File: src/rtl/sys_ctrl_pkg.sv
// sys_ctrl_pkg: shared byte width and Tx framing state encoding for the system-control path.
package sys_ctrl_pkg;
    localparam int WIDTH = 8;
    typedef enum logic [1:0] {
        IDLE        = 2'b00,
        SEND_RD     = 2'b01,
        SEND_ALU_LO = 2'b10,
        SEND_ALU_HI = 2'b11
    } tx_state_t;
endpackage

File: src/rtl/sys_tx_control_if.sv
// sys_tx_control_if: result inputs, Tx FIFO write side and status of the Tx framing stage.
interface sys_tx_control_if
    import sys_ctrl_pkg::*;
#(
    parameter int width = WIDTH
);
    logic [width-1:0]   RdData;
    logic               RdValid;
    logic [2*width-1:0] ALU_OUT;
    logic               ALU_Valid;
    logic               FIFO_Full;
    logic [width-1:0]   FIFO_WrData;
    logic               FIFO_WrINC;
    logic               Busy;
    logic               Drop;
    modport master (
        output RdData, RdValid, ALU_OUT, ALU_Valid, FIFO_Full,
        input  FIFO_WrData, FIFO_WrINC, Busy, Drop
    );
    modport slave (
        input  RdData, RdValid, ALU_OUT, ALU_Valid, FIFO_Full,
        output FIFO_WrData, FIFO_WrINC, Busy, Drop
    );
endinterface

File: src/rtl/sys_tx_slot.sv
// sys_tx_slot: one pending result (data + full bit); a capture on the clearing edge refills the slot.
module sys_tx_slot #(
    parameter int width = 8
) (
    input  logic             clk,
    input  logic             rst,
    input  logic             valid,
    input  logic             clr,
    input  logic [width-1:0] din,
    output logic [width-1:0] data,
    output logic             full,
    output logic             full_nxt,
    output logic             drop
);
    logic take;
    assign take     = valid & (~full | clr);
    assign full_nxt = take | (full & ~clr);
    always_ff @(posedge clk) begin
        if (rst) begin
            data <= '0;
            full <= 1'b0;
            drop <= 1'b0;
        end else begin
            full <= full_nxt;
            drop <= valid & full & ~clr;
            if (take) data <= din;
        end
    end
endmodule

File: src/rtl/sys_tx_control.sv
// sys_tx_control: frames read results (1 byte) and ALU results (2 bytes, low first) into the Tx FIFO.
module sys_tx_control
    import sys_ctrl_pkg::*;
#(
    parameter int width = WIDTH
) (
    input  logic             CLK,
    input  logic             Reset,
    sys_tx_control_if.slave  bus
);
    tx_state_t          state, state_nxt;
    logic               wr, rd_clr, alu_clr, busy;
    logic               rd_full, rd_full_nxt, rd_drop;
    logic               alu_full, alu_full_nxt, alu_drop;
    logic [width-1:0]   rd_data;
    logic [2*width-1:0] alu_data;
    // The strobe is the only combinational path, so a full FIFO is never written.
    assign wr      = (state != IDLE) & ~bus.FIFO_Full;
    assign rd_clr  = wr & (state == SEND_RD);
    assign alu_clr = wr & (state == SEND_ALU_HI);
    sys_tx_slot #(.width(width)) u_rd_slot (
        .clk(CLK), .rst(Reset), .valid(bus.RdValid), .clr(rd_clr), .din(bus.RdData),
        .data(rd_data), .full(rd_full), .full_nxt(rd_full_nxt), .drop(rd_drop)
    );
    sys_tx_slot #(.width(2*width)) u_alu_slot (
        .clk(CLK), .rst(Reset), .valid(bus.ALU_Valid), .clr(alu_clr), .din(bus.ALU_OUT),
        .data(alu_data), .full(alu_full), .full_nxt(alu_full_nxt), .drop(alu_drop)
    );
    always_comb begin
        state_nxt = state;
        case (state)
            IDLE:        state_nxt = rd_full ? SEND_RD : alu_full ? SEND_ALU_LO : IDLE;
            SEND_RD:     if (wr) state_nxt = alu_full ? SEND_ALU_LO : IDLE;
            SEND_ALU_LO: if (wr) state_nxt = SEND_ALU_HI;
            SEND_ALU_HI: if (wr) state_nxt = rd_full ? SEND_RD : IDLE;
        endcase
    end
    always_ff @(posedge CLK) begin
        if (Reset) begin
            state <= IDLE;
            busy  <= 1'b0;
        end else begin
            state <= state_nxt;
            busy  <= (state_nxt != IDLE) | rd_full_nxt | alu_full_nxt;
        end
    end
    assign bus.FIFO_WrINC  = wr;
    assign bus.FIFO_WrData = state == SEND_RD     ? rd_data :
                             state == SEND_ALU_LO ? alu_data[width-1:0] :
                             state == SEND_ALU_HI ? alu_data[2*width-1:width] : '0;
    assign bus.Busy = busy;
    assign bus.Drop = rd_drop | alu_drop;
endmodule
File: src/flat_wrapper.sv
// flat-port wrapper written by rule: the top's interface ports become plain ports
module sys_tx_control_flat import sys_ctrl_pkg::*;
#(
    parameter int width = WIDTH
)
  (CLK, Reset, bus_RdData, bus_RdValid, bus_ALU_OUT, bus_ALU_Valid, bus_FIFO_Full, bus_FIFO_WrData, bus_FIFO_WrINC, bus_Busy, bus_Drop);
  sys_tx_control_if #(.width(width)) bus_i ();
  input  logic CLK;
  input  logic Reset;
  input wire logic [$bits(bus_i.RdData)-1:0] bus_RdData;
  input wire logic [$bits(bus_i.RdValid)-1:0] bus_RdValid;
  input wire logic [$bits(bus_i.ALU_OUT)-1:0] bus_ALU_OUT;
  input wire logic [$bits(bus_i.ALU_Valid)-1:0] bus_ALU_Valid;
  input wire logic [$bits(bus_i.FIFO_Full)-1:0] bus_FIFO_Full;
  output wire logic [$bits(bus_i.FIFO_WrData)-1:0] bus_FIFO_WrData;
  output wire logic [$bits(bus_i.FIFO_WrINC)-1:0] bus_FIFO_WrINC;
  output wire logic [$bits(bus_i.Busy)-1:0] bus_Busy;
  output wire logic [$bits(bus_i.Drop)-1:0] bus_Drop;
  assign bus_i.RdData = bus_RdData;
  assign bus_i.RdValid = bus_RdValid;
  assign bus_i.ALU_OUT = bus_ALU_OUT;
  assign bus_i.ALU_Valid = bus_ALU_Valid;
  assign bus_i.FIFO_Full = bus_FIFO_Full;
  assign bus_FIFO_WrData = bus_i.FIFO_WrData;
  assign bus_FIFO_WrINC = bus_i.FIFO_WrINC;
  assign bus_Busy = bus_i.Busy;
  assign bus_Drop = bus_i.Drop;
  sys_tx_control #(.width(width)) u_core (.CLK(CLK), .Reset(Reset), .bus(bus_i));
endmodule
File: config.mk
export PLATFORM = sky130hd
export DESIGN_NAME = sys_tx_control_flat
export DESIGN_NICKNAME = d
export VERILOG_FILES = /design/src/rtl/sys_ctrl_pkg.sv /design/src/rtl/sys_tx_control_if.sv /design/src/rtl/sys_tx_slot.sv /design/src/rtl/sys_tx_control.sv /design/src/flat_wrapper.sv
export SDC_FILE = /design/constraint.sdc
export NUM_CORES = 1
export LEC_CHECK = 0
export CORE_MARGIN = 5
export CORE_UTILIZATION = 40
export DETAILED_ROUTE_END_ITERATION = 10
export HOLD_SLACK_MARGIN = 0.08
export MAX_ROUTING_LAYER = met4
export PLACE_DENSITY = 0.82
export SLEW_MARGIN = 20
export SYNTH_ARGS = -nofsm -noshare
export SYNTH_HDL_FRONTEND = slang
export SYNTH_SLANG_ARGS = --single-unit
File: constraint.sdc
create_clock -name CLK -period 1.65 [get_ports CLK]
set_input_delay 0.4125 -clock CLK [delete_from_list [all_inputs] [get_ports CLK]]
set_output_delay 0.4125 -clock CLK [all_outputs]
set_load 0.01 [all_outputs]
==> results of run 1 <==
-- cells in the mapped netlist, drive strengths merged --
master / number
clkbuf: 4
nand2: 52
nor2b: 1
or4: 1
a21oi: 28
nor3b: 1
nand2b: 1
mux2i: 8
inv: 4
a21o: 1
buf: 6
or2: 1
nand3b: 1
dfxtp: 31
nor3: 2
nand3: 8
a211o: 1
a31oi: 1
nor2: 3
o21ai: 11
-- worst reg2reg max path, stage by stage, from the launching register on --
cell     delay [ps]
dfxtp_4         370
buf_4           150
buf_4           160
nor3b_2         170
o21ai_2         130
a21oi_2          70
or4_1           390
-- where the power goes --
group          internal [uW]  switching (uW)  total, uW
combinational            196             160        355
sequential               796            33.2        829
clock                    249             251        500
total                   1240             444       1680
-- layout make-up --
type	count	area, um2	share of cell area, %
Clock buffer	7	65.1	3.31
Clock inverter	1	7.51	0.382
Inverter	4	17.5	0.892
Multi-Input combinational cell	121	678	34.5
Sequential cell	31	628	32.0
Tap cell	46	57.6	2.93
Timing Repair Buffer	57	510	26.0
-- logic make-up after synthesis --
family,share of synthesized area [%]
AND/OR/NAND/NOR,24.0
flip-flops,46.8
buffers and inverters,5.38
multiplexers,6.04
AO/OA/AOI/OAI,17.8
-- sequential cells by signal (all words and copies together), names as in the netlist --
| name | cells |
|---|---|
| u_core.state | 2 |
| u_core.u_alu_slot.drop | 1 |
| u_core.u_rd_slot.data | 8 |
| u_core.u_alu_slot.data | 16 |
| u_core.u_rd_slot.drop | 1 |
| u_core.bus.Busy | 1 |
| u_core.u_rd_slot.full | 1 |
| u_core.u_alu_slot.full | 1 |
-- worst paths after layout --
check | from | depth (start not counted) | slack, ps | endpoint
setup / recovery | u_core.state[0] | 4 | -50 | bus_FIFO_WrData[1]
setup reg to reg | u_core.state[0] | 6 | 80 | u_core.bus.Busy
hold / removal | u_core.u_alu_slot.data[5] | 2 | 460 | u_core.u_alu_slot.data[5]
hold reg to reg | u_core.u_alu_slot.data[5] | 2 | 460 | u_core.u_alu_slot.data[5]
-- per-stage QoR --
stage	instances	hold slack (ps)	area (um2)	utilization (%)	TNS (ps)
after floorplan	166	436	1330	-	0
after global placement	257	442	1860	56.7	-6530
after detailed placement	257	446	1860	56.7	-7570
after CTS	266	461	1920	58.5	-331
after global routing	267	484	1960	59.8	-707
final	267	459	1960	59.8	-155
-- routing by layer --
layer  share of wire, %  vias up
li1                   -      661
met1                 42      560
met2                 52       25
met3                4.8        4
met4                1.3        0
met5                  0        -
-- placed cells by master (no fill, tap or decap), drive strengths merged --
master,Yosys,layout
a211o,1,1
clkinvlp,0,1
dfxtp,31,31
nand2,52,52
or2,1,1
dlygate4sd2,0,2
nor2,3,3
or4,1,1
nor3,2,2
a21oi,28,28
clkbuf,4,8
mux2i,8,8
a31oi,1,1
nand3,8,8
nor2b,1,1
nand2b,1,1
o21ai,11,11
clkdlybuf4s50,0,28
a21o,1,1
nor3b,1,1
inv,4,4
buf,6,26
nand3b,1,1
-- repair_timing --
| item | 4_1_cts | 5_1_grt |
|---|---|---|
| gates resized for setup | 53 | 14 |
| setup buffers | 1 | 1 |
| pin swaps | 0 | 3 |
| setup endpoints to repair | 10 | 18 |
==> impl_metrics.json, run 1 <==
{
  "vias": 1250,
  "nets": 249,
  "floorplan.rows": 21,
  "tightest_slew_ps": 315,
  "area_growth_pct": 48.1,
  "synth.distinct_cells": 26,
  "cp_data_arrival_time_ps": 1290,
  "maxCapViolations": 0,
  "synth_cells": 166,
  "cts_hold_buf": 0,
  "use_met3_pct": 3.66,
  "root_buffer": "clkbuf_4",
  "grt_first_pass_wirelength_um": 5080,
  "drv_slew": 0,
  "worstHoldPathType": "register to register",
  "numPortBuffers": 39,
  "cts_made_buffers": 5,
  "avgViaCountPerCell": 4.68,
  "synth_area_leaders": "dfxtp_1 (47%), nand2_1 (15%), a21oi_1 (9.8%), mux2i_1 (6.0%), o21ai_0 (3.4%)",
  "path_max_fanout": 7,
  "grt_usage_pct": 15.3,
  "rsz0062_at_grt": "yes",
  "dieArea_mm2": 0.00457,
  "fin_skew_ps": 12.9,
  "start_util_pct": 40.4,
  "fmax_mhz": 588,
  "max_stage_delay_ps": 380,
  "hold_viol": 0,
  "synth_top_area_share_pct": 46.8,
  "firstDrtPassIters": 4,
  "grt_overflow": 0,
  "core_area_mm2": 0.00328,
  "drt_iter0_drc": 73,
  "num_antenna_cells": 0,
  "cts-htree-levels": 2,
  "route.detailed.drc": 0,
  "fin_total_pwr_uw": 1680,
  "clock-sinks": 31,
  "crit_type": "register to output port",
  "outcome": "finished, violations left",
  "finalCritPeriodShare_pct": 103,
  "top_usage_layer": "met2",
  "cts_tree": "done",
  "finalWirelength_um": 3210,
  "ys_warn_count": 0,
  "clockBufferDepth": 2,
  "synth_area_leader_cell": "dfxtp_1",
  "synth_nets": 195,
  "crit_family": "flip-flops",
  "clock_latency_ps": 320,
  "failed_checks": "negative setup slack",
  "ys_seq_elements": 31,
  "gp_congestion": 0.748,
  "path_cells": "buf_12 -> mux2i_1 -> o21ai_1 -> buf_2",
  "required_ps": 1240,
  "fill_cells": 307,
  "first_global_vias": 1207,
  "cp-start-kind": "register",
  "use_met2_pct": 26.2,
  "period_needed_ps": 1700,
  "crit_path_end_kind": "output port",
  "setup_viol": 6,
  "setup_ws_ps": -49.7,
  "drive_above_1_share_pct": 24.4,
  "place_ws_ps": -308,
  "synth_area_mm2": 0.00133,
  "ioPinCount": 40,
  "syn_avg_cell_area_um2": 7.99,
  "antenna_found_initial": 0,
  "max-slew-margin-rel_pct": 79.0,
  "cp_num_buf_inv": 2,
  "ys_seq_area_share_pct": 46.8,
  "ir_drop_mv": 0.426,
  "power_density_mw_per_mm2": 857,
  "met1_usage_pct": 16.9,
  "antenna_left": 0,
  "path_clk_slew_ps": 100,
  "p_leak_uw": 0.000793,
  "grt_max_degree": 17,
  "die_y_um": 67.6,
  "critPathSlowestCell": "dfxtp_4",
  "die_w_um": 67.6,
  "hpwlAfterDp_um": 2440,
  "wl_per_cell_um": 12.0
}
Power figures use the tool's default switching activity.
==> run 2: changes to the inputs <==
- CORE_ASPECT_RATIO: unset -> 1.1
- GPL_ROUTABILITY_DRIVEN: unset -> 0
==> run 2 against run 1 <==
Against the previous run: the flow still finishes with violations (negative setup slack); first-iteration DRC count is 12% higher; setup slack better by 9.5 ps; critical endpoint is now bus_FIFO_WrData[3]; core utilization is 1.9 points lower; via count is 3.3% lower; non-clock buffer count is 7 lower; clock skew is 4.3 ps lower; register-to-register slack better by 100 ps; clock power is 23% higher.
==> impl_metrics.json, run 2 (synthesis gave the netlist of run 1 again) <==
{
  "outcome": "finished, violations left",
  "crit_type": "register to output port",
  "place_area_mm2": 0.00182,
  "max_stage_delay_ps": 380,
  "path_cells": "buf_12 -> mux2i_2 -> o21ai_1 -> buf_2",
  "core_area_mm2": 0.00328,
  "fmax_mhz": 592,
  "p_leak_uw": 0.000772,
  "drv_slew": 0,
  "finalCritPeriodShare_pct": 102,
  "fill_cells": 305,
  "floorplan.rows": 22,
  "cts_hold_buf": 0,
  "cts_tree": "done",
  "cp-start-kind": "register",
  "setup_viol": 8,
  "first_global_vias": 1059,
  "comb_power_share_pct": 18.0,
  "ioPinCount": 40,
  "clockBufferDepth": 2,
  "fin_skew_ps": 8.58,
  "cts_made_buffers": 5,
  "hpwlAfterDp_um": 2190,
  "setup_ws_ps": -40.2,
  "swShare_pct": 24.7,
  "netSwitchingPower_uw": 435,
  "path_clk_slew_ps": 100,
  "ir_drop_mv": 0.519,
  "antenna_found_initial": 0,
  "critPathSlowestCell": "dfxtp_4",
  "hold_viol": 0,
  "vias": 1209,
  "worstHoldPathType": "register to register",
  "grt_usage_pct": 13.8,
  "required_ps": 1240,
  "die_y_um": 70.4,
  "p_clk_share_pct": 35.0,
  "failed_checks": "negative setup slack",
  "final_common_cell": "nand2_1",
  "dieArea_mm2": 0.00457,
  "power_density_mw_per_mm2": 929,
  "firstDrtPassIters": 4,
  "die_w_um": 64.9,
  "finalWirelength_um": 2980,
  "tightest_slew_ps": 537,
  "grt_overflow": 0,
  "num_antenna_cells": 0,
  "place_ws_ps": -315,
  "pwr-share-seq_pct": 47.0,
  "crit_path_end_kind": "output port",
  "max-slew-margin-rel_pct": 64.0,
  "place_inst": 243,
  "drt_iter0_drc": 82,
  "grt_first_pass_wirelength_um": 4660,
  "route.detailed.drc": 0,
  "largest_register": "u_core.u_alu_slot.data",
  "post-cts-setup-buffers": 0,
  "avgViaCountPerCell": 4.84,
  "wl_per_cell_um": 11.9,
  "rsz0062_at_grt": "yes",
  "internal_power_uw": 1330,
  "grt_max_degree": 17,
  "numPortBuffers": 39,
  "clock-sinks": 31,
  "antenna_left": 0,
  "stdcell_area_mm2": 0.00190,
  "drive_above_1_share_pct": 18.7,
  "fin_total_pwr_uw": 1760,
  "largest_reg_flops": 16,
  "cp_data_arrival_time_ps": 1280,
  "reg2reg_slack_ps": 180,
  "largestRegisters": "u_core.u_alu_slot.data: 16 flops, u_core.u_rd_slot.data: 8 flops, u_core.state: 2 flops",
  "period_needed_ps": 1690,
  "layout_common_cells": "nand2_1 (52), dfxtp_1 (29), clkdlybuf4s50_1 (27)",
  "nets": 242,
  "cts-htree-levels": 2,
  "clock_latency_ps": 330,
  "path_max_fanout": 8,
  "maxCapViolations": 0,
  "start_util_pct": 40.5,
  "area_growth_pct": 42.9,
  "fin_cells": 250,
  "root_buffer": "clkbuf_4"
}
==> run 2: changes by cell type in the layout (fill, tap and decap cells not counted), moves of 2 or more <==
| cell | before | now |
|---|---|---|
| buf_4 | 14 | 8 |
| dlygate4sd2_1 | 2 | 0 |
| o21ai_1 | 7 | 9 |
| dlymetal6s2s_1 | 0 | 2 |
| o21ai_2 | 3 | 0 |
==> run 2: path summary, 6_finish.rpt <==
| kind | startpoint | to | cells after the start |
|---|---|---|---|
| worst max-delay path | u_core.state[0] | bus_FIFO_WrData[3] | 4 |
| worst min-delay path | u_core.u_alu_slot.data[15] | u_core.u_alu_slot.data[15] | 2 |
| worst max register to register | u_core.state[0] | u_core.bus.Busy | 5 |
| worst min register to register | u_core.u_alu_slot.data[15] | u_core.u_alu_slot.data[15] | 2 |
==> run 2: metal layers <==
layer | GRT usage, % | part of all wire [%]
met5 | - | 0
met4 | 7.04 | 1.8
met3 | 4.98 | 6.5
met2 | 21.3 | 47
met1 | 15.5 | 44
==> run 2: layout make-up <==
| class | count | area (um2) | share of cell area, % |
|---|---|---|---|
| tap | 36 | 45.0 | 2.38 |
| multi-input combinational | 121 | 653 | 34.5 |
| timing repair buffer | 50 | 468 | 24.7 |
| clock inverter | 2 | 35.0 | 1.85 |
| sequential | 31 | 628 | 33.1 |
| clock buffer | 6 | 51.3 | 2.71 |
| inverter | 4 | 15.0 | 0.792 |
==> run 2: timing repair <==
| action | in CTS | in global routing |
|---|---|---|
| gates resized for setup | 52 | 4 |
| setup endpoints to repair | 10 | 19 |
| pin swaps | 0 | 1 |
==> run 2: power groups by stage <==
stage / registers (uW) / clock network (uW) / logic (uW)
finish: 827 / 616 / 317
global route: 833 / 676 / 345
CTS: 827 / 638 / 319
detailed placement: 841 / 0 / 320
global placement: 839 / 0 / 317
floorplan: 833 / 0 / 170
==> run 2: worst max-delay path: cells and delay by family (launching register included) <==
kind | cells | cell delay [ps]
muxes | 1 | 220
buffers and inverters | 2 | 270
AOI/OAI and AO/OA | 1 | 80
DFF | 1 | 380
==> run 2: metrics by stage <==
step / util (%) / TNS (ps) / hold slack [ps]
3_3_place_gp: 55.6 / -6240 / 443
2_1_floorplan: - / 0 / 436
6_report: 57.9 / -167 / 459
3_5_place_dp: 55.6 / -7360 / 447
4_1_cts: 57.6 / -348 / 461
5_1_grt: 57.9 / -781 / 483
